**config.mk**
```make
export PLATFORM = sky130hd
export DESIGN_NAME = alu_mc
export DESIGN_NICKNAME = d
export VERILOG_FILES = /design/src/rtl/alu_mc_pkg.sv /design/src/rtl/alu_mc_iter.sv /design/src/rtl/alu_mc.sv
export SDC_FILE = /design/constraint.sdc
export NUM_CORES = 1
export LEC_CHECK = 0
export CAP_MARGIN = 20
export CORE_ASPECT_RATIO = 0.75
export CORE_MARGIN = 4
export CORE_UTILIZATION = 28
export CTS_CLUSTER_SIZE = 10
export DETAILED_ROUTE_END_ITERATION = 10
export PLACE_DENSITY = 0.53
export SLEW_MARGIN = 20
export SYNTH_ARGS = -nofsm -noshare
export SYNTH_HDL_FRONTEND = slang
export SYNTH_SLANG_ARGS = --single-unit
```
**constraint.sdc**
```tcl
create_clock -name clk -period 5.7 [get_ports clk]
set_input_delay 1.14 -clock clk [delete_from_list [all_inputs] [get_ports clk]]
set_output_delay 1.14 -clock clk [all_outputs]
set_load 0.05 [all_outputs]
```
**src/rtl/alu_mc_pkg.sv**
```systemverilog
// Shared opcodes, FSM encoding and iterative-unit mode for the multi-cycle ALU.
package alu_mc_pkg;

    localparam logic [3:0] ALU_AND  = 4'b0000;
    localparam logic [3:0] ALU_OR   = 4'b0001;
    localparam logic [3:0] ALU_ADD  = 4'b0010;
    localparam logic [3:0] ALU_SUB  = 4'b0110;
    localparam logic [3:0] ALU_SLT  = 4'b0111;
    localparam logic [3:0] ALU_NOR  = 4'b1100;
    localparam logic [3:0] ALU_MUL  = 4'b1000;
    localparam logic [3:0] ALU_DIVU = 4'b1001;
    localparam logic [3:0] ALU_REMU = 4'b1010;

    typedef enum logic [1:0] {
        IDLE = 2'd0,
        CALC = 2'd1,
        DONE = 2'd2
    } state_t;

    typedef enum logic {
        MODE_MUL = 1'b0,
        MODE_DIV = 1'b1
    } iter_mode_t;

endpackage

```
**src/rtl/alu_mc_iter.sv**
```systemverilog
// Shared shift/accumulate datapath: unsigned shift-add multiply and restoring divide,
// one bit per cycle for WIDTH cycles. lo/hi present the post-step values so the caller
// can capture the final result on the same edge as the last step.
module alu_mc_iter
    import alu_mc_pkg::*;
#(
    parameter int unsigned WIDTH = 32
) (
    input  logic             clk,
    input  logic             reset,
    input  logic             start,
    input  iter_mode_t       mode,
    input  logic [WIDTH-1:0] a,
    input  logic [WIDTH-1:0] b,
    output logic             finish,
    output logic [WIDTH-1:0] lo,
    output logic [WIDTH-1:0] hi
);

    localparam int unsigned CW = $clog2(WIDTH + 1);

    logic             busy_q;
    logic [CW-1:0]    cnt_q;
    iter_mode_t       mode_q;
    // MUL: multiplicand; DIV: divisor
    logic [WIDTH-1:0] opnd_q;
    // MUL: {hi, lo} = {partial product, remaining multiplier}
    // DIV: hi = partial remainder, lo = dividend shifting out / quotient shifting in
    logic [WIDTH-1:0] lo_q, hi_q;
    logic [WIDTH-1:0] lo_d, hi_d;
    logic [WIDTH:0]   sum, shifted, diff;

    // One multiply or divide step from the current register contents.
    always_comb begin
        sum     = {1'b0, hi_q} + {1'b0, opnd_q};
        shifted = {hi_q, lo_q[WIDTH-1]};
        diff    = shifted - {1'b0, opnd_q};
        lo_d    = lo_q;
        hi_d    = hi_q;
        if (mode_q == MODE_MUL) begin
            if (lo_q[0]) begin
                hi_d = sum[WIDTH:1];
                lo_d = {sum[0], lo_q[WIDTH-1:1]};
            end else begin
                hi_d = {1'b0, hi_q[WIDTH-1:1]};
                lo_d = {hi_q[0], lo_q[WIDTH-1:1]};
            end
        end else begin
            // Borrow out of the (WIDTH+1)-bit subtract means shifted < divisor: restore.
            if (!diff[WIDTH]) begin
                hi_d = diff[WIDTH-1:0];
                lo_d = {lo_q[WIDTH-2:0], 1'b1};
            end else begin
                hi_d = shifted[WIDTH-1:0];
                lo_d = {lo_q[WIDTH-2:0], 1'b0};
            end
        end
    end

    assign finish = busy_q && (cnt_q == CW'(WIDTH - 1));
    assign lo     = lo_d;
    assign hi     = hi_d;

    // Operand load on start, then one step per cycle until the terminal count.
    always_ff @(posedge clk) begin
        if (reset) begin
            busy_q <= 1'b0;
            cnt_q  <= '0;
            mode_q <= MODE_MUL;
            opnd_q <= '0;
            lo_q   <= '0;
            hi_q   <= '0;
        end else if (start) begin
            busy_q <= 1'b1;
            cnt_q  <= '0;
            mode_q <= mode;
            hi_q   <= '0;
            if (mode == MODE_MUL) begin
                opnd_q <= a;
                lo_q   <= b;
            end else begin
                opnd_q <= b;
                lo_q   <= a;
            end
        end else if (busy_q) begin
            lo_q <= lo_d;
            hi_q <= hi_d;
            if (finish) begin
                busy_q <= 1'b0;
                cnt_q  <= '0;
            end else begin
                cnt_q <= cnt_q + 1'b1;
            end
        end
    end

endmodule

```
**src/rtl/alu_mc.sv**
```systemverilog
// Multi-cycle ALU: single-cycle logic/arithmetic plus iterative MUL/DIVU/REMU behind
// valid/ready handshakes on input and output.
module alu_mc
    import alu_mc_pkg::*;
#(
    parameter int unsigned WIDTH = 32,
    parameter int unsigned OPW   = 4
) (
    input  logic             clk,
    input  logic             reset,
    input  logic             in_valid,
    output logic             in_ready,
    input  logic [WIDTH-1:0] a,
    input  logic [WIDTH-1:0] b,
    input  logic [OPW-1:0]   operation,
    output logic             out_valid,
    input  logic             out_ready,
    output logic [WIDTH-1:0] result,
    output logic [WIDTH-1:0] result_hi,
    output logic             overflow,
    output logic             zero
);

    state_t           state_q, state_d;
    logic [OPW-1:0]   op_q;
    logic [WIDTH-1:0] result_q, result_hi_q;
    logic             overflow_q, zero_q;

    logic             is_mul, is_div, iter_op;
    logic             accept, load_single, load_iter, iter_start, iter_finish;
    logic [WIDTH-1:0] iter_lo, iter_hi, iter_res;
    logic [WIDTH-1:0] sum, diff, res_s, res_hi_s;
    logic             ov_s, slt;

    assign is_mul  = (operation == OPW'(ALU_MUL));
    assign is_div  = (operation == OPW'(ALU_DIVU)) || (operation == OPW'(ALU_REMU));
    // Divide by zero has a fixed answer, so it bypasses the iterative unit.
    assign iter_op = is_mul || (is_div && (b != '0));

    // Single-cycle result for everything that does not iterate.
    always_comb begin
        sum      = a + b;
        diff     = a - b;
        slt      = $signed(a) < $signed(b);
        res_s    = '0;
        res_hi_s = '0;
        ov_s     = 1'b0;
        case (operation)
            OPW'(ALU_AND): res_s = a & b;
            OPW'(ALU_OR):  res_s = a | b;
            OPW'(ALU_NOR): res_s = ~(a | b);
            OPW'(ALU_SLT): res_s = {{(WIDTH-1){1'b0}}, slt};
            OPW'(ALU_ADD): begin
                res_s = sum;
                ov_s  = (a[WIDTH-1] == b[WIDTH-1]) && (sum[WIDTH-1] != a[WIDTH-1]);
            end
            OPW'(ALU_SUB): begin
                res_s = diff;
                ov_s  = (a[WIDTH-1] != b[WIDTH-1]) && (diff[WIDTH-1] != a[WIDTH-1]);
            end
            // Only reached with b == 0: quotient all-ones, remainder = dividend.
            OPW'(ALU_DIVU): begin
                res_s    = '1;
                res_hi_s = a;
            end
            OPW'(ALU_REMU): begin
                res_s    = a;
                res_hi_s = a;
            end
            default: ;
        endcase
    end

    alu_mc_iter #(
        .WIDTH (WIDTH)
    ) u_iter (
        .clk    (clk),
        .reset  (reset),
        .start  (iter_start),
        .mode   (is_mul ? MODE_MUL : MODE_DIV),
        .a      (a),
        .b      (b),
        .finish (iter_finish),
        .lo     (iter_lo),
        .hi     (iter_hi)
    );

    assign iter_res = (op_q == OPW'(ALU_REMU)) ? iter_hi : iter_lo;

    // FSM state register.
    always_ff @(posedge clk) begin
        if (reset) begin
            state_q <= IDLE;
        end else begin
            state_q <= state_d;
        end
    end

    // FSM next-state logic.
    always_comb begin
        state_d = state_q;
        case (state_q)
            IDLE: if (in_valid) state_d = iter_op ? CALC : DONE;
            CALC: if (iter_finish) state_d = DONE;
            DONE: if (out_ready) state_d = IDLE;
            default: state_d = IDLE;
        endcase
    end

    // FSM outputs and datapath load strobes.
    always_comb begin
        in_ready    = (state_q == IDLE);
        out_valid   = (state_q == DONE);
        accept      = in_ready && in_valid;
        load_single = accept && !iter_op;
        iter_start  = accept && iter_op;
        load_iter   = (state_q == CALC) && iter_finish;
    end

    // Result registers: held unchanged while the consumer stalls.
    always_ff @(posedge clk) begin
        if (reset) begin
            op_q        <= '0;
            result_q    <= '0;
            result_hi_q <= '0;
            overflow_q  <= 1'b0;
            zero_q      <= 1'b0;
        end else begin
            if (accept) begin
                op_q <= operation;
            end
            if (load_single) begin
                result_q    <= res_s;
                result_hi_q <= res_hi_s;
                overflow_q  <= ov_s;
                zero_q      <= (res_s == '0);
            end else if (load_iter) begin
                result_q    <= iter_res;
                result_hi_q <= iter_hi;
                overflow_q  <= 1'b0;
                zero_q      <= (iter_res == '0);
            end
        end
    end

    assign result    = result_q;
    assign result_hi = result_hi_q;
    assign overflow  = overflow_q;
    assign zero      = zero_q;

endmodule

```
Word-level counts from Yosys, hierarchy flattened
Index checks and enable logic that the tools add are counted.
- flip-flop bits (word level): 176
- bits of input ports: 72
- output and inout port bits: 68
- logic and storage cells: 93
- $add $sub $neg: 5
- magnitude comparators: 1
- equal/unequal tests: 19
- muxes and demuxes: 32
- bitwise gates (word level): 3
- reduce and logical (&&, ||, !) cells: 21
- operator list (operator ; number):
    $mux W32 ; 15
    $pmux W32 S8 ; 1
    $logic_not A32 Y1 ; 2
    $add A32 B32 Y33 ; 1
    $sub A33 B32 Y33 ; 1
    $add A32 B32 Y32 ; 1
    $and A32 B32 Y32 ; 1
    $lt A32 B32 Y1 ; 1
    $not A32 Y32 ; 1
    $or A32 B32 Y32 ; 1
    $reduce_bool A32 Y1 ; 1
    $sub A32 B32 Y32 ; 1
    $eq A4 B4 Y1 const B ; 5
    $mux W1 ; 9
    $eq A4 B3 Y1 const B ; 2
    $logic_and A1 B1 Y1 ; 8
    $mux W2 ; 4
    $add A6 B1 Y6 const B ; 1
    $eq A6 B5 Y1 const B ; 1
    $mux W6 ; 1
    $pmux W2 S3 ; 1
    $eq A4 B1 Y1 const B ; 1
    $eq A4 B2 Y1 const B ; 1
    $logic_not A4 Y1 ; 1
    other kinds (13) ; 19

Logic depth before layout (Yosys ltp)
- depth after elaboration: 7
- gate-level depth with buffers: 19

Modules after synthesis
A second synthesis with hierarchy kept.
- cell total of the unflattened synthesis: 2695
- area, all modules: 19238.5 um2
- modules (own cells, without submodules) (module ; times used ; cells each ; area an instance (um2)):
    alu_mc ; 1 ; 1410 ; 9624.2
    alu_mc_iter ; 1 ; 1285 ; 9614.2

Least setup slack after synthesis
OpenSTA, ideal clock, no wires.
- path type: input -> register
- start: input port a[0]
- end: register zero_q (netlist: zero)
- arrival: 4.569 ns
- data required time: 5.639 ns
- path slack: 1.070 ns
- cell stages on the path: 15
- path buffers: 0
- cells stage by stage: ha_1 inv_1 fa_1 nand2b_1 a211oi_1 o21ai_1 a2111oi_0 a21oi_1 nor4_1 nand4b_1 or4_1 or4_1 nor4_1 a32oi_1 nand2_1
- cells in the longest elaborated chain, start to end: 5
- elaborated cells on any way between the ends: 9
- those cells by class: 2 x add/sub; 1 x order compare; 2 x mux; 3 x bitwise; 1 x reduce/logical
- RTL lines (element ; line ; text):
    start, declared ; alu_mc.sv:13 ; input logic [WIDTH-1:0] a,
    branches (longest 2 deep; another with $sub A32 B32 Y32) ; n/a ;
    $pmux W32 S8 (*) ; alu_mc.sv:48 ; case (operation)
    $logic_not A32 Y1 (*) ; alu_mc.sv:136 ; zero_q <= (res_s == '0);
    $mux W1 (*) ; alu_mc.sv:132 ; if (load_single) begin
    end signal, assigned ; alu_mc.sv:136 ;
    end signal, assigned ; alu_mc.sv:141 ; zero_q <= (iter_res == '0);
    end, declared ; alu_mc.sv:27 ; logic overflow_q, zero_q;
Every way passes the cells marked *.
A chain may end at the register's enable or synchronous reset.

Worst setup path after layout
Same ends and word-level chain as after synthesis.

==> key figures <==
Setup path
  • Crit Path Class: input pin to register
  • Critical path's slowest cell: a21oi_1
  • Crit. End Element: register
  • Critical Path Most Common Cell: buf_4
  • Max stage delay on crit path: 0.55 ns
  • CP required: 6.04 ns
  • Crit path DAT: 5.79 ns
  • CP Launch Type: input pin
  • Reg2Reg Capture Point: zero
  • RR Startpoint: u_iter.opnd_q[15]
  • Crit-path cells: clkdlybuf4s50_1 > ha_1 > inv_1 > fa_1 > nand2b_1 > a211oi_1 > buf_4 > buf_4 > o211ai_1 > a21oi_1 > a221oi_1 > buf_4 > nor4b_1 > buf_4 > nand2_1 > a32o_1 > o41ai_1 > buf_4 > nor4_1 > a32oi_1 > nand2_1
  • CP max FO: 5
  • FF-to-FF path depth: 17
  • R2R Setup Slk: 0.36 ns

STA
  • Setup TNS: 0 ns
  • Min Tclk post-route: 5.45 ns
  • # setup viols final: 0
  • Relative slew margins: 26.4%
  • Pins Over Slew Limit: 0
  • Post-route clock skew: 0.0216 ns
  • Worst-Margin Slew: 1.10 ns
  • Final hold violation count: 0
  • Achievable Freq: 183 MHz
  • Setup ws final: 0.249 ns
  • Period utilization: 95.6%

Routing
  • Via Count: 23300
  • Routed WL: 94800 um
  • DR WL/cell: 23.8 um
  • Initial DRC Count: 3148
  • Via density per instance: 5.84
  • DRC: 0
  • Detailed Routing Iterations Pass 1: 7
  • Antenna-violating nets left: 0

Layout
  • Share of layout cells above drive strength 1: 11.7%
  • Final-layout fill cell count: 7609
  • Layout Area Growth over Synthesis: 22.6%
  • Layout Nets: 3274
  • N_diodes: 0

Hold path
  • HP Class: register to register
  • Worst Hold Launch: overflow
  • Hold Path Depth: 2
  • Hold Path End: overflow

Global routing
  • Initial antenna violation count: 2
  • Global-route wire length before repair: 140000 um
  • All-layer global routing usage: 24.2%
  • Largest net degree at the start of global routing: 130
  • Vias in the first global route: 21300
  • Grt total ovfl: 0

Floorplanning
  • Die Span Y: 239 um
  • Initial Util: 28.3%
  • Die W: 316 um
  • Site row count: 84
  • I/O Pins: 140
  • Floorplan core area: 70300 um^2
  • Die area: 75600 um^2

Clocking
  • CTS max path bufs: 2
  • Number of buffers created by CTS: 17
  • Post-cts hold buffer count: 0
  • CTS clk-pin slew, worst paths: 0.07 ns
  • Clock root cell: clkbuf_16
  • H-tree levels: 4
  • Worst-Skew Late Latency: 0.46 ns
  • CTS Sinks: 176
  • CTS tree: yes

Power and ir drop
  • Pwr Density: 197 nW/um^2
  • Maximum vdd drop: 0.221 mV
  • Leakage: 9.77 nW

Status
  • Outcome: complete, no violations

Placed design
  • Routability cong.: 0.978
  • Worst slack at placement: -0.171 ns
  • Post-DP HPWL: 75500 um
  • IO Port Bufs: 139

Logic synthesis
  • Syn Nets: 3063
  • Post-Synthesis Cells: 2814
  • Syn avg cell area: 7.08 um^2
  • Synth unique cells: 94
  • Post-synth EDFFs: 0
  • Yosys reg bits: 176
  • Sequential share of the synthesized area: 17.7%
  • Cell Area, Synth: 19900 um^2
  • Asr flop ratio synth: 0%
  • Ys Warns: 0
  • Top_reg_cell synth: dfxtp_1

Job
  • Max_cap viols: 0
[metrics by stage]
step | util [%] | hold WS [ns] | area, um^2 | total power [mW] | cells
floorplan | - | 0.444 | 19900 | 2.58 | 2814
global placement | 33.8 | 0.460 | 23800 | 3.44 | 3952
detailed placement | 33.8 | 0.462 | 23800 | 3.43 | 3952
CTS | 34.7 | 0.473 | 24400 | 4.75 | 3984
global route | 34.8 | 0.509 | 24400 | 5.00 | 3984
finish | 34.8 | 0.476 | 24400 | 4.81 | 3984
[worst max-delay path by stage]
stage | start | endpoint | slack [ns] | cells after the start
4_1_cts | b[0] | zero | 0.30 | 17
6_report | a[0] | zero | 0.25 | 21
3_5_place_dp | b[0] | zero | -0.17 | 17
5_1_grt | a[0] | zero | -0.02 | 17
2_1_floorplan | a[0] | zero | 1.07 | 15
3_3_place_gp | a[0] | zero | -0.15 | 17
[area by class of cell]
type	instances	area (um^2)	share of cell area, %
inverter	159	597	2.44
clock inverter	11	178	0.727
sequential	176	3530	14.5
clock buffer	21	470	1.92
multi-input combinational	2274	15100	61.8
timing repair buffer	397	3390	13.9
tap	946	1180	4.84
[synth_stat cells (38+ instances only)]
cell | number | area, um^2
a211oi_1 | 119 | 893
nand2_1 | 168 | 631
mux2i_1 | 94 | 941
dfxtp_1 | 176 | 3520
nand3_1 | 38 | 190
inv_1 | 157 | 589
a21oi_1 | 345 | 1730
clkbuf_1 | 170 | 638
nor2_1 | 408 | 1530
ha_1 | 173 | 2160
nor3_1 | 62 | 310
a31oi_1 | 41 | 257
a21o_1 | 48 | 360
o21ai_0 | 103 | 515
[repair_timing]
item                                    CTS  global route
gates resized for setup                   0             2
buffers inserted                          0             0
endpoints found under the setup margin    0             1
[cells by family (layout without fill, tap and decap cells)]
| group | count (synthesis) | in the layout | share of synthesized area (%) |
|---|---|---|---|
| compound gates | 1026 | 1026 | 34.8 |
| xor+xnor | 54 | 54 | 2.37 |
| fa+ha+maj | 177 | 177 | 11.3 |
| buf+inv | 364 | 588 | 7.11 |
| flops | 176 | 176 | 17.7 |
| mux | 101 | 101 | 5.17 |
| simple gates | 916 | 916 | 21.6 |
[power by group]
| group | internal [mW] | switching [mW] |
|---|---|---|
| clock network | 0.775 | 0.566 |
| logic | 0.809 | 1.29 |
| registers | 1.28 | 0.0855 |
[sequential cells by signal, summed over array words and instances, names as in the netlist]
name	cells
result	32
result_hi	32
u_iter.hi_q	32
u_iter.lo_q	32
u_iter.opnd_q	32
u_iter.cnt_q	6
op_q	4
state_q	2
overflow	1
u_iter.busy_q	1
u_iter.mode_q	1
zero	1
[cell usage in the layout (no fill, tap or decap), drive strengths merged, types with 22 or more instances in the layout]
master,netlist,final
nor2,408,408
a21oi,346,346
buf,35,262
dfxtp,176,176
ha,173,173
nand2,169,169
inv,157,159
clkdlybuf4s50,0,135
a211oi,121,121
o21ai,110,110
mux2i,94,94
nor3,63,63
a21o,48,48
a31oi,41,41
nand3,38,38
nand2b,35,35
nand4,31,31
xnor2,31,31
nor2b,31,31
a222oi,30,30
o211ai,28,28
nor4,27,27
o21a,24,24
a221oi,24,24
xor2,23,23
and2,22,22
[metal layers]
| metal | part of all wire, % | GRT usage, % |
|---|---|---|
| met1 | 48 | 37.5 |
| met2 | 39 | 34.1 |
| met3 | 10 | 4.90 |
| met4 | 2.0 | 4.53 |
| met5 | 0 | 0 |
[worst max-delay path, delay by kind of cell]
family | cells | cell delay, ns
buffers and inverters | 7 | 1.47
adder cells (fa/ha/maj) | 2 | 0.58
AO/OA/AOI/OAI | 7 | 1.70
AND/OR/NAND/NOR | 5 | 0.89
No activity file was read; power rests on OpenSTA's default activity.
